==> src/rtl/seq_pkg.sv <==
// Shared types and constants for the sequence monitor.
// Holds the monitor state enum, the legal code values and the code width.
package seq_pkg;

   localparam int CODE_W = 3;

   typedef logic [CODE_W-1:0] code_t;

   localparam code_t C0 = 3'd0;
   localparam code_t C2 = 3'd2;
   localparam code_t C3 = 3'd3;
   localparam code_t C4 = 3'd4;
   localparam code_t C5 = 3'd5;

   typedef enum logic [1:0] {
      UNSYNC = 2'd0,
      LOCKED = 2'd1,
      ERROR  = 2'd2
   } state_t;

   function automatic logic is_legal(input code_t c);
      return (c == C0) || (c == C2) || (c == C3) ||
             (c == C4) || (c == C5);
   endfunction

endpackage

==> src/rtl/seq_sat_cnt.sv <==
// Saturating up-counter with asynchronous reset and synchronous clear.
// Holds at all-ones instead of wrapping.
module seq_sat_cnt #(
   parameter int W = 8
) (
   input  logic         clk,
   input  logic         reset,
   input  logic         clear,
   input  logic         inc,
   output logic [W-1:0] count
);

   always_ff @(posedge clk or negedge reset) begin
      if (!reset) begin
         count <= '0;
      end else if (clear) begin
         count <= '0;
      end else if (inc && (count != {W{1'b1}})) begin
         count <= count + 1'b1;
      end
   end

endmodule

==> src/rtl/seq_succ_chk.sv <==
// Combinational check of a code pair against the upstream FSM graph.
// code_legal qualifies next alone; succ_legal qualifies the prev->next edge.
module seq_succ_chk
   import seq_pkg::*;
(
   input  logic [CODE_W-1:0] prev,
   input  logic [CODE_W-1:0] next,
   output logic              code_legal,
   output logic              succ_legal
);

   always_comb begin
      code_legal = is_legal(next);
      succ_legal = 1'b0;
      unique case (prev)
         C0:      succ_legal = (next == C3);
         C2:      succ_legal = (next == C4);
         C3:      succ_legal = (next == C2) || (next == C5);
         C4:      succ_legal = (next == C0) || (next == C3);
         C5:      succ_legal = (next == C2);
         default: succ_legal = 1'b0;
      endcase
   end

endmodule

==> src/rtl/seq_monitor.sv <==
// Protocol monitor for the upstream sequence FSM code stream.
// Macro SEQ_MONITOR_CYCLE_CNT_EN adds the completed-loop counter cycle_cnt.
module seq_monitor
   import seq_pkg::*;
#(
   parameter int CNT_W = 8
) (
   input  logic              clk,
   input  logic              reset,
   input  logic              code_valid,
   input  logic [CODE_W-1:0] code,
   input  logic              clear,
   output logic              locked,
   output logic              err,
   output logic              err_sticky,
   output logic [CODE_W-1:0] last_code,
   output logic [CNT_W-1:0]  trans_cnt
`ifdef SEQ_MONITOR_CYCLE_CNT_EN
   ,
   output logic [CNT_W-1:0]  cycle_cnt
`endif
);

   state_t      state_q;
   state_t      state_d;
   code_t       last_d;
   logic        err_d;
   logic        sticky_d;
   logic        inc_trans;
   logic        inc_cycle;
   logic        code_legal;
   logic        succ_legal;

   seq_succ_chk u_succ (
      .prev       (last_code),
      .next       (code),
      .code_legal (code_legal),
      .succ_legal (succ_legal)
   );

   always_comb begin
      state_d   = state_q;
      last_d    = last_code;
      err_d     = 1'b0;
      sticky_d  = err_sticky;
      inc_trans = 1'b0;
      inc_cycle = 1'b0;
      if (clear) begin
         state_d  = UNSYNC;
         last_d   = C0;
         sticky_d = 1'b0;
      end else if (code_valid) begin
         unique case (state_q)
            LOCKED: begin
               if (code_legal && succ_legal) begin
                  last_d    = code;
                  inc_trans = 1'b1;
                  inc_cycle = (last_code == C4) && (code == C0);
               end else begin
                  err_d    = 1'b1;
                  sticky_d = 1'b1;
                  state_d  = ERROR;
               end
            end
            // UNSYNC and ERROR resynchronise on any legal code
            default: begin
               if (code_legal) begin
                  last_d  = code;
                  state_d = LOCKED;
               end else begin
                  err_d    = 1'b1;
                  sticky_d = 1'b1;
                  state_d  = ERROR;
               end
            end
         endcase
      end
   end

   always_ff @(posedge clk or negedge reset) begin
      if (!reset) begin
         state_q    <= UNSYNC;
         locked     <= 1'b0;
         err        <= 1'b0;
         err_sticky <= 1'b0;
         last_code  <= C0;
      end else begin
         state_q    <= state_d;
         locked     <= (state_d == LOCKED);
         err        <= err_d;
         err_sticky <= sticky_d;
         last_code  <= last_d;
      end
   end

   seq_sat_cnt #(.W(CNT_W)) u_trans_cnt (
      .clk   (clk),
      .reset (reset),
      .clear (clear),
      .inc   (inc_trans),
      .count (trans_cnt)
   );

`ifdef SEQ_MONITOR_CYCLE_CNT_EN
   seq_sat_cnt #(.W(CNT_W)) u_cycle_cnt (
      .clk   (clk),
      .reset (reset),
      .clear (clear),
      .inc   (inc_cycle),
      .count (cycle_cnt)
   );
`else
   logic unused_cycle;
   assign unused_cycle = inc_cycle;
`endif

endmodule

==> config.mk <==
export PLATFORM = sky130hd
export DESIGN_NAME = seq_monitor
export DESIGN_NICKNAME = d
export VERILOG_FILES = /design/src/rtl/seq_pkg.sv /design/src/rtl/seq_sat_cnt.sv /design/src/rtl/seq_succ_chk.sv /design/src/rtl/seq_monitor.sv
export SDC_FILE = /design/constraint.sdc
export NUM_CORES = 1
export LEC_CHECK = 0
export CAP_MARGIN = 10
export CORE_AREA = 3 3 49 51
export DETAILED_ROUTE_END_ITERATION = 8
export DIE_AREA = 0 0 52 54
export GPL_TIMING_DRIVEN = 0
export HOLD_SLACK_MARGIN = 0.1
export MAX_ROUTING_LAYER = met4
export PLACE_DENSITY = 0.73
export SLEW_MARGIN = 20
export SYNTH_ARGS = -nofsm -noshare
export SYNTH_HDL_FRONTEND = slang
export SYNTH_HIERARCHICAL = 1
export SYNTH_SLANG_ARGS = --single-unit
==> constraint.sdc <==
create_clock -name clk -period 3.06 [get_ports clk]
set_clock_uncertainty 0.1 [all_clocks]
set_input_delay 0.306 -clock clk [delete_from_list [all_inputs] [get_ports clk]]
set_output_delay 0.306 -clock clk [all_outputs]
set_load 0.05 [all_outputs]
==> results.cfg <==
[power]
combPwrFrac_pct = 19.6
p_sw_mw = 0.111
powerDensity_mw_per_mm2 = 343
p_total_mw = 0.409
seqPwrFrac_pct = 54.9
p_sw_share_pct = 27.2
power.internal_mw = 0.298
p_leak_nw = 0.473
pwr-share-clk_pct = 25.5
vdd_ir_drop_max_v = 0.000242

[timing]
max_freq_mhz = 381
tns_ns = 0
setup_viol_count_final = 0
tightest_slew_ns = 0.676
max_slew_margin_pct = 54.8
slew_viol_final = 0
rsz0062_at_grt = no
period_share_pct = 85.8
fin_crit_ns = 2.63
hold_violations = 0

[synthesis]
netlist.area_leader.share_pct = 42.8
synth_area_um2 = 935
yosys_register_bits = 16
async_flop_share_pct = 100
synth_cell_types = 39
synth_nets = 104
synth_area_leader_cell = dfrtp_1
synth_area_leaders = dfrtp_1, nand2b_1, mux2i_1
synth_edf_count = 0
yosysSeqAreaShare_pct = 42.8
syn_inst = 96
ys.flop_type = dfrtp_1
yosysWarnings = 6
avgSynthCellArea_um2 = 9.74

[setup_path]
cp_slowest_stage_delay_ns = 0.53
crit_chain = clkdlybuf4s50_1 > xor2_1 > o32a_1 > o32ai_2 > nand4b_1 > nor2_1 > buf_2 > nand3_1 > a2111oi_0 > nor3b_1
crit_required_ns = 3.11
end_kind = flip-flop
critPathLaunchType = primary input
crit_fanout = 9
criticalPathCategory = in -> reg
critPathArrivalTime_ns = 2.68
cpMaxStageDelayCell = clkdlybuf4s50_1

[cells_and_area]
drive_gt1_share_pct = 9.24
final_common_cell = clkdlybuf4s50_1
layout.cells.non_filler = 146
final_cell_mix = clkdlybuf4s50_1, dfrtp_1, nand2b_1
final_nets = 129
areaGrowthSynthToFinish_pct = 27.4
fillCellCount = 169
n_antenna_cell = 0

[routing]
vias_per_cell = 5.48
ant_nets = 0
drtIter0Drc = 9
drtPass1Iterations = 4
routed-via-count = 800
routed_wl_um = 1800
drcViolationCount = 0
wl_per_cell_um = 12.3

[placed_design]
portBuffers = 20
finalWeightedCongestion = 0.863
dp_cells = 143
dp_hpwl_um = 1380

[clocking]
clock_latency_ns = 0.28
clkTransAtPathRegs_ns = 0.08
cts_buffer_depth = 2
cts_tree = yes
cts_root_buf = clkbuf_4
ctsHoldBuffers = 0
cts_setup_buffers = 0
cts_sinks = 16
numCtsBuffers = 3
htree_levels = 1
cts.repair.resized = 0

[floorplanning]
start_util_pct = 47.2
dieArea_mm2 = 0.00281
rows = 16
die_h_um = 54
die_width_um = 52
num_io_pins = 21
core_mm2 = 0.00198

[global_routing]
grt_overflow = 0
first_global_vias = 716
track_usage_pct = 15.9
grt_pass1_wl_um = 3170
grt_max_degree = 17
antenna_found_initial = 0

[hold_path]
min_path_type = in -> async

[run]
drv_cap = 0

[status]
status = finished clean
## worst max-delay path: cells and delay by family
family,cells,cell delay [ns]
and+or+nand+nor,4,0.47
xor gates and xnor gates,1,0.19
AOI/OAI and AO/OA,3,0.98
buffers and inverters,2,0.71
## flip-flops by register name (all words and copies together), names as in the netlist
signal and flops:
u_trans_cnt/count 8, err 1, last_code 3, locked 1, state_q 2, err_sticky 1
## path summary, 6_finish.rpt
| kind | startpoint | cells past startpoint | endpoint | slack [ns] |
|---|---|---|---|---|
| max reg2reg | last_code[0] | 9 | u_trans_cnt/count[5] | 0.55 |
| min reg2reg | state_q[1] | 2 | state_q[1] | 0.46 |
| min in group clk | state_q[1] | 2 | state_q[1] | 0.46 |
| max | code[1] | 10 | u_trans_cnt/count[5] | 0.43 |
| min | reset | 1 | state_q[0] | 0.33 |
| max in group asynchronous | reset | 1 | u_trans_cnt/count[3] | 2.10 |
## synth_stat cells (2+ instances only)
master / count
a21oi_1: 7
nand2b_1: 10
dfrtp_1: 16
mux2_2: 2
or3b_1: 2
nand2_1: 4
and3_1: 2
nor2b_1: 3
nor3b_1: 2
mux2i_1: 4
a31oi_1: 2
nor3_1: 4
inv_1: 5
clkbuf_1: 2
nand3_1: 3
nor2_1: 5
## metal layers
layer / vias to the layer above / wire length [um] / track usage, %
li1: 398 / - / -
met1: 385 / 843 / 20.5
met2: 15 / 848 / 23.0
met3: 2 / 93 / 5.82
met4: 0 / 15 / 5.24
met5: - / 0 / -
## layout make-up
class,count,area (um2),share of cell area [%]
buffer,4,23.8,2.00
inverter,5,18.8,1.58
multi-input combinational,71,492,41.3
tap,27,33.8,2.84
sequential,16,400,33.6
clock buffer,3,22.5,1.89
timing repair buffer,20,200,16.8
## cells by family (layout without fill, tap and decap cells)
group	count (synthesis)	in the layout	synth area share [%]
simple gates	45	45	29.9
compound gates	17	17	12.9
flops	16	16	42.8
buf+inv	9	32	4.55
mux	6	6	6.69
xor+xnor	2	2	1.87
fa+ha+maj	1	1	1.34
## stage by stage
| step | utilization, % | cell area, um2 | hold slack (ns) | setup slack (ns) |
|---|---|---|---|---|
| final | 60.1 | 1190 | 0.335 | 0.433 |
| after global routing | 60.1 | 1190 | 0.376 | 0.204 |
| after CTS | 60.1 | 1190 | 0.362 | 0.457 |
| after detailed placement | 59.0 | 1170 | 0.451 | 0.166 |
| after global placement | 59.0 | 1170 | 0.444 | 0.239 |
| after floorplan | - | 935 | -0.0896 | 0.516 |
## power by group through the flow
stage          registers, mW  clock network, mW  logic, mW
2_1_floorplan          0.246                  0     0.0311
3_3_place_gp           0.228                  0     0.0800
3_5_place_dp           0.228                  0     0.0812
4_1_cts                0.224              0.108     0.0813
5_1_grt                0.226              0.121     0.0873
6_report               0.224              0.104     0.0801
Power figures use the tool's default switching activity.
